[config.mk]
export PLATFORM = sky130hd
export DESIGN_NAME = me_job_sequencer
export DESIGN_NICKNAME = d
export VERILOG_FILES = /design/src/rtl/me_job_sequencer_pkg.sv /design/src/rtl/me_job_sequencer_run_timer.sv /design/src/rtl/me_job_sequencer.sv
export SDC_FILE = /design/constraint.sdc
export NUM_CORES = 1
export LEC_CHECK = 0
export CORE_MARGIN = 2
export CORE_UTILIZATION = 47
export CTS_CLUSTER_SIZE = 14
export DETAILED_ROUTE_END_ITERATION = 12
export PLACE_DENSITY = 0.72
export SYNTH_ARGS = -nofsm -noshare
export SYNTH_HDL_FRONTEND = slang
export SYNTH_SLANG_ARGS = --single-unit
[constraint.sdc]
create_clock -name clk_i -period 1.75 [get_ports clk_i]
set_input_delay 0.175 -clock clk_i [delete_from_list [all_inputs] [get_ports clk_i]]
set_output_delay 0.175 -clock clk_i [all_outputs]
set_load 0.02 [all_outputs]
[src/rtl/me_job_sequencer_pkg.sv]
// Shared types and sizing for the motion-estimation job sequencer.
package me_pkg;

  localparam int CURR_DEPTH   = 256;
  localparam int SEARCH_DEPTH = 1024;
  localparam int CURR_AW      = 8;
  localparam int SEARCH_AW    = 10;
  localparam int DW           = 8;

  typedef enum logic [2:0] {
    IDLE,
    LOAD_CURR,
    LOAD_SEARCH,
    KICK,
    RUN
  } state_t;

endpackage

[src/rtl/me_job_sequencer_run_timer.sv]
// Clearable up-counter that flags when it has sat at LIMIT-1, used to bound the RUN phase.
module me_run_timer #(
  parameter int LIMIT = 65535,
  parameter int W     = (LIMIT > 1) ? $clog2(LIMIT) : 1
) (
  input  logic clk,
  input  logic rst,
  input  logic clear,
  input  logic enable,
  output logic expired
);

  logic [W-1:0] count;

  always_ff @(posedge clk or posedge rst) begin
    if (rst) begin
      count <= '0;
    end else if (clear) begin
      count <= '0;
    end else if (enable) begin
      count <= count + W'(1);
    end
  end

  assign expired = (count == W'(LIMIT - 1));

endmodule

[src/rtl/me_job_sequencer.sv]
// Loads one current block and one search window from a pixel stream, then starts
// the accelerator and reports done or timeout.
module me_job_sequencer
  import me_pkg::*;
#(
  parameter int TIMEOUT_CYCLES = 65535
) (
  input  logic                 clk_i,
  input  logic                 rst_i,
  input  logic                 job_valid_i,
  output logic                 job_ready_o,
  input  logic                 abort_i,
  input  logic                 pix_valid_i,
  input  logic [DW-1:0]        pix_data_i,
  output logic                 pix_ready_o,
  output logic                 curr_mem_we_o,
  output logic [CURR_AW-1:0]   curr_mem_waddr_o,
  output logic [DW-1:0]        curr_mem_wdata_o,
  output logic                 search_mem_we_o,
  output logic [SEARCH_AW-1:0] search_mem_waddr_o,
  output logic [DW-1:0]        search_mem_wdata_o,
  output logic                 acc_start_o,
  input  logic                 acc_finish_i,
  input  logic                 acc_busy_i,
  output logic                 busy_o,
  output logic                 done_o,
  output logic                 timeout_o
);

  state_t               state, next_state;
  logic [SEARCH_AW-1:0] addr_cnt;
  logic                 accept, write_ok, job_take, curr_last, search_last;
  logic                 run_expired, timer_clear;
  logic                 start_d, done_d, timeout_d;
  logic                 unused_busy;

  // Accelerator busy is informational only; completion is judged by finish.
  assign unused_busy = acc_busy_i;

  // Ready stays low during the done/timeout pulse so a new job starts one cycle later.
  assign job_ready_o = (state == IDLE) && !done_o && !timeout_o;
  assign pix_ready_o = (state == LOAD_CURR) || (state == LOAD_SEARCH);
  assign busy_o      = (state != IDLE);
  assign job_take    = job_valid_i & job_ready_o;
  assign accept      = pix_valid_i & pix_ready_o;
  assign write_ok    = accept & ~abort_i;
  assign curr_last   = (addr_cnt == SEARCH_AW'(CURR_DEPTH - 1));
  assign search_last = (addr_cnt == SEARCH_AW'(SEARCH_DEPTH - 1));
  assign timer_clear = (state != RUN) || abort_i;

  me_run_timer #(.LIMIT(TIMEOUT_CYCLES)) u_run_timer (
    .clk     (clk_i),
    .rst     (rst_i),
    .clear   (timer_clear),
    .enable  (state == RUN),
    .expired (run_expired)
  );

  always_ff @(posedge clk_i or posedge rst_i) begin
    if (rst_i) begin
      state <= IDLE;
    end else begin
      state <= next_state;
    end
  end

  always_comb begin
    next_state = state;
    start_d    = 1'b0;
    done_d     = 1'b0;
    timeout_d  = 1'b0;
    case (state)
      IDLE:        if (job_take) next_state = LOAD_CURR;
      LOAD_CURR:   if (accept && curr_last) next_state = LOAD_SEARCH;
      LOAD_SEARCH: if (accept && search_last) next_state = KICK;
      KICK: begin
        next_state = RUN;
        start_d    = 1'b1;
      end
      RUN: begin
        if (acc_finish_i) begin
          next_state = IDLE;
          done_d     = 1'b1;
        end else if (run_expired) begin
          next_state = IDLE;
          timeout_d  = 1'b1;
        end
      end
      default:     next_state = IDLE;
    endcase
    // Abort overrides every other transition and suppresses all pulses.
    if (abort_i && (state != IDLE)) begin
      next_state = IDLE;
      start_d    = 1'b0;
      done_d     = 1'b0;
      timeout_d  = 1'b0;
    end
  end

  always_ff @(posedge clk_i or posedge rst_i) begin
    if (rst_i) begin
      addr_cnt <= '0;
    end else if (job_take || abort_i) begin
      addr_cnt <= '0;
    end else if (write_ok) begin
      addr_cnt <= (state == LOAD_CURR && curr_last) ? '0 : addr_cnt + SEARCH_AW'(1);
    end
  end

  always_ff @(posedge clk_i or posedge rst_i) begin
    if (rst_i) begin
      curr_mem_we_o      <= 1'b0;
      curr_mem_waddr_o   <= '0;
      curr_mem_wdata_o   <= '0;
      search_mem_we_o    <= 1'b0;
      search_mem_waddr_o <= '0;
      search_mem_wdata_o <= '0;
      acc_start_o        <= 1'b0;
      done_o             <= 1'b0;
      timeout_o          <= 1'b0;
    end else begin
      curr_mem_we_o   <= write_ok && (state == LOAD_CURR);
      search_mem_we_o <= write_ok && (state == LOAD_SEARCH);
      if (write_ok && state == LOAD_CURR) begin
        curr_mem_waddr_o <= addr_cnt[CURR_AW-1:0];
        curr_mem_wdata_o <= pix_data_i;
      end
      if (write_ok && state == LOAD_SEARCH) begin
        search_mem_waddr_o <= addr_cnt;
        search_mem_wdata_o <= pix_data_i;
      end
      acc_start_o <= start_d;
      done_o      <= done_d;
      timeout_o   <= timeout_d;
    end
  end

endmodule

After elaboration in Yosys (flattened, before gate mapping)
Index checks and enable logic that the tools add are counted.

word-level totals
  memory bits (read-only) = 0
  output and inout port bits = 42
  latch bits = 0
  register bits = 68
  input port bits = 15
  memory bits (writable) = 0
  word-level logic and storage cells = 69
  memories kept = 0

operators by class
  multiplexer cells = 21
  bitwise logic cells = 4
  reductions and logical operators = 18
  add/subtract/negate cells = 2
  div/mod/pow operators = 0
  $lt $le $gt $ge = 0
  multipliers = 0
  shift operators = 0
  equal/unequal tests = 12

operator list
  operator                                                                  count
  16-bit two-way mux                                                        2
  10-bit two-way mux                                                        3
  3-bit two-way mux                                                         6
  16-bit by 1-bit adder with 16-bit output (second input constant)          1
  16-bit == test (second input constant)                                    1
  3-bit case mux with 5 select lines                                        1
  10-bit by 1-bit adder with 10-bit output (second input constant)          1
  10-bit == test (second input constant)                                    1
  10-bit by 8-bit == test with 1-bit output (second input constant)         1
  1-bit two-way mux                                                         9
  3-bit inequality test (second input constant)                             3
  1-bit logical AND                                                         8
  3-bit by 2-bit == test with 1-bit output (second input constant)          2
  4-bit inequality test (second input constant)                             1
  4-bit AND reduction                                                       1
  2-bit nonzero test                                                        2
  1-bit bitwise AND                                                         3
  3-bit by 1-bit == test with 1-bit output (second input constant)          1
  3-bit == test (second input constant)                                     1
  3-bit logical NOT                                                         1
  1-bit logical OR                                                          3
  3-bit by 2-bit inequality test with 1-bit output (second input constant)  1
  3-bit nonzero test                                                        1
  1-bit logical NOT                                                         2
  1-bit NOT                                                                 1

Longest topological paths before layout
  depth after elaboration = 7
  mapped depth = 7
  depth with buffers taken out = 5

Modules after synthesis
From an unflattened synthesis, not the netlist that was laid out.

unflattened totals
  cells, all modules = 266
  area, all modules = 3195.6 um^2

modules (own cells, without submodules)
  module            area an instance (um^2)  cells each  times used  sequential area each (um^2)
  me_job_sequencer  2336.0                   178         1           1301.2
  me_run_timer      859.6                    88          1           400.4

Worst setup path after synthesis
OpenSTA, ideal clock, no wires.

  path type = register to register
  start = register addr_cnt[0]
  end = register addr_cnt[9]
  data arrival time = 1.706 ns
  library setup time = 0.069 ns
  path slack = -0.025 ns
  data required time = 1.681 ns
  period minus slack after synthesis = 1.775 ns
  cell stages (with the launch flop) = 7
  buffers on the path = 1
  cells stage by stage = dfrtp_1 ha_1 and4b_4 and4_4 buf_6 or4_1 nand3_1

on the way
  longest elaborated chain between the ends = 5
  elaborated cells between the ends (all ways) = 6
  those cells by class = add/sub: 1; eq/ne: 1; mux: 3; reduce/logical: 1

ends and longest elaborated chain
  what                                                                                              RTL line                 RTL
  from (decl)                                                                                       me_job_sequencer.sv:31   logic [SEARCH_AW-1:0] addr_cnt;
  from (signal assigned)                                                                            me_job_sequencer.sv:106  addr_cnt <= (state == LOAD_CURR && curr_last) ? '0 : addr_cnt + SEARCH_AW'(1);
  parallel branches: the longest is 2 deep, another holds 10-bit by 1-bit adder with 10-bit output  -
  10-bit two-way mux (*)                                                                            me_job_sequencer.sv:106
  10-bit two-way mux (*)                                                                            me_job_sequencer.sv:105  end else if (write_ok) begin
  10-bit two-way mux (*)                                                                            me_job_sequencer.sv:103  end else if (job_take || abort_i) begin

Mark *: on every way between the ends. The select of a mux whose other input is x is not followed.
A chain may end at the register's enable or synchronous reset.

Final worst setup path
  start = register state[0]
  end = register addr_cnt[9]

on the way
  longest elaborated chain between the ends = 6
  elaborated cells between the ends (all ways) = 15
  those cells by class = eq/ne: 2; mux: 3; bitwise: 3; reduce/logical: 7

ends and longest elaborated chain
  what                                                      RTL line                 RTL
  from (decl)                                               me_job_sequencer.sv:30   state_t state, next_state;
  from (signal assigned)                                    me_job_sequencer.sv:63   state <= next_state;
  3-bit logical NOT                                         me_job_sequencer.sv:41   assign job_ready_o = (state == IDLE) && !done_o && !timeout_o;
  1-bit logical AND (2 in a row)                            me_job_sequencer.sv:41
  1-bit bitwise AND                                         me_job_sequencer.sv:44   assign job_take = job_valid_i & job_ready_o;
  1-bit logical OR                                          me_job_sequencer.sv:103
  10-bit two-way mux or 2-bit nonzero test (tied branches)  -

Parallel ways exist; a longest one is shown, timed or not. The select of a mux whose other input is x is not followed.

==> results.sh <==
export IMPL_switching_share=0.317
export IMPL_synthesis_area_sq_um=3270
export IMPL_total_power_w=0.00535
export IMPL_grt_start_max_net_pins=38
export IMPL_grt_pass1_vias=2511
export IMPL_p_int_w=0.00366
export IMPL_clock_tree_root_cell="clkbuf_8"
export IMPL_hold_viol=0
export IMPL_crit_type="register to register"
export IMPL_postRouteAntennaNets=0
export IMPL_critPathBufInv=2
export IMPL_avgViaCountPerCell=5.53
export IMPL_grt_overflow=0
export IMPL_synthToLayoutAreaGrowth_pct=33.8
export IMPL_avgRoutedWirePerCell_um=15.5
export IMPL_drt_initial_drc_count=173
export IMPL_cts_tree="yes"
export IMPL_cp_data_required_time_ns=2.02
export IMPL_die_w_um=87.4
export IMPL_cts_buffer_depth=2
export IMPL_comb_power_share=0.374
export IMPL_fin_skew_ns=0.00977
export IMPL_holdWs_ns=0.301
export IMPL_num_rows=30
export IMPL_reg2reg_depth=6
export IMPL_slew_violations=0
export IMPL_fmax_mhz=589
export IMPL_n_antenna_cell=0
export IMPL_layout_drive_gt1_share=0.288
export IMPL_critPathSlowestCell="or4_1"
export IMPL_final_area_sq_um=4370
export IMPL_core_sq_um=6760
export IMPL_cap_violations=0
export IMPL_drc_errors=0
export IMPL_dpl_instance_area_sq_um=4130
export IMPL_status="completed"
export IMPL_wl_met2_um=3590
export IMPL_max_vdd_ir_drop_mv=0.866
export IMPL_async_reset_ff_frac=1.00
export IMPL_start_util=0.483
export IMPL_period_share=0.970
export IMPL_ys_flop_type="dfrtp_1"
export IMPL_cellLeakagePower_nw=1.97
export IMPL_clock_sinks=68
export IMPL_fill_cells=549
export IMPL_p_clk_frac=0.263
export IMPL_grt_pass1_wl_um=11800
export IMPL_cp_top_family="simple AND/OR/NAND/NOR gates"
export IMPL_vias=2478
export IMPL_syn_nets=292
export IMPL_max_stage_delay_ns=0.50
export IMPL_path_max_fanout=8
export IMPL_switchingPower_w=0.00170
export IMPL_r2r_start="state[0]"
export IMPL_rrSetupSlack_ns=0.05
export IMPL_tightest_slew_ns=0.458
export IMPL_worst_setup_path_start_kind="register"
export IMPL_relSlewSlack=0.695
export IMPL_p_seq_frac=0.363
export IMPL_pin_count=57
export IMPL_syn_inst=274
export IMPL_ys_seq_area_frac=0.521
export IMPL_routed_top_layer="met4"
export IMPL_met1_length_um=3010
export IMPL_layout_min_cycle_time_ns=1.70
export IMPL_arrival_ns=1.97
export IMPL_ys_seq_elements=68
export IMPL_syn_mean_instance_area_sq_um=11.9
export IMPL_dr_pass1_iters=4
export IMPL_cts_made_buffers=9
export IMPL_htree_levels=3
export IMPL_ys_warn_count=0
export IMPL_powerDensity_nw_per_um2=1230
export IMPL_synth_cell_type_count=53
export IMPL_final_common_cell="dfrtp_1"
export IMPL_met3WireLength_um=187
export IMPL_multi_input_area_sq_um=1420
export IMPL_setup_viol_count_final=0
export IMPL_regArea_sq_um=1700
export IMPL_die_height_um=87.4
export IMPL_path_cells="buf_4, nor3b_4, buf_6, and4_4, or4_1, nand3_1"
export IMPL_die_area_sq_um=7630
export IMPL_grt_util_all_layers=0.198
export IMPL_timing_rr_end="addr_cnt[9]"
export IMPL_clk_pin_slew_ns=0.08
export IMPL_worst_setup_path_end_kind="register"
export IMPL_clock_latency_ns=0.34
export IMPL_final_cell_mix="dfrtp_1, clkdlybuf4s50_1, buf_4"
export IMPL_hold_path_class="input pin to asynchronous set/reset pin"
export IMPL_antenna_found_initial=0
export IMPL_nets=382
export IMPL_gp_congestion=0.871
export IMPL_grt_setup_unrepaired="yes"
export IMPL_wirelength_um=6930
export IMPL_place_hpwl_um=5130
export IMPL_synth_edf_count=0
export IMPL_port_buffers=55
## stage by stage
| stage | cells | TNS, ns | util | worst slack, ns |
|---|---|---|---|---|
| floorplan | 274 | 0 | - | 0.0108 |
| global placement | 432 | -1.30 | 0.611 | -0.0500 |
| detailed placement | 432 | -2.29 | 0.611 | -0.0807 |
| CTS | 447 | 0 | 0.643 | 0.00680 |
| global route | 448 | -0.00368 | 0.646 | -0.00368 |
| finish | 448 | 0 | 0.646 | 0.0517 |
## worst min-delay path, delay by kind of cell
family	cells	cell delay, ns
buffers and inverters	3	0.89
## final cells by class
| type | count | area share |
|---|---|---|
| timing repair buffer | 94 | 0.207 |
| inverter | 7 | 0.00687 |
| clock buffer | 9 | 0.0284 |
| clock inverter | 6 | 0.0203 |
| tap | 80 | 0.0229 |
| multi-input combinational | 184 | 0.325 |
| sequential | 68 | 0.390 |
## what timing repair did
item	4_1_cts	5_1_grt
gates resized for setup	5	9
endpoints found under the setup margin	4	13
hold buffers	0	0
setup buffers	0	1
cloned	0	0
## how the worst max path moves through the flow
| stage | start | end | slack, ns | cells past startpoint |
|---|---|---|---|---|
| after floorplan | addr_cnt[0] | addr_cnt[9] | 0.01 | 6 |
| after global placement | abort_i | search_mem_wdata_o[3] | -0.05 | 5 |
| after detailed placement | pix_valid_i | addr_cnt[4] | -0.08 | 6 |
| after CTS | state[0] | pix_ready_o | 0.007 | 4 |
| after global routing | state[0] | addr_cnt[9] | -0.004 | 6 |
| final | state[0] | addr_cnt[9] | 0.05 | 6 |
## power groups by stage
stage	sequential (W)	clock, W	combinational [W]
2_1_floorplan	0.00220	0	0.000860
3_3_place_gp	0.00196	0	0.00195
3_5_place_dp	0.00197	0	0.00199
4_1_cts	0.00195	0.00143	0.00196
5_1_grt	0.00198	0.00150	0.00213
6_report	0.00194	0.00141	0.00200
## registers in the layout, indices dropped and copies added, names as in the netlist
signal / count
u_run_timer.count: 16
addr_cnt: 10
search_mem_waddr_o: 10
curr_mem_waddr_o: 8
curr_mem_wdata_o: 8
search_mem_wdata_o: 8
state: 3
acc_start_o: 1
curr_mem_we_o: 1
done_o: 1
search_mem_we_o: 1
timeout_o: 1
## cells by family after synthesis
kind of cell             after synthesis  synth area share
flip-flops                            68             0.521
AND/OR/NAND/NOR                      106             0.194
adder cells (fa/ha/maj)                3            0.0115
XOR/XNOR                              11            0.0353
multiplexers                          34             0.128
buffers and inverters                 22            0.0483
AO/OA/AOI/OAI                         30            0.0621
## cell usage after synthesis, drive strengths merged, types with 3 or more instances
library cell	count	area (sq um)
and4	5	48.8
clkbuf	6	52.6
nor3	11	60.1
ha	3	37.5
nand4	11	68.8
nand3	20	100
a21oi	8	40.0
nand2	12	55.1
nor2	21	86.3
inv	7	26.3
o21ai	7	35.0
or3	6	37.5
dfrtp	68	1700
and2	3	18.8
nand2b	4	25.0
mux2	34	417
xor2	9	97.6
o211ai	3	22.5
buf	9	78.8
## metal layers
layer  vias up  GRT usage
met5         -          0
met4         0     0.0797
met3        11     0.0313
met2        47      0.334
met1      1246      0.253
li1       1174          -
Power figures use the tool's default switching activity.
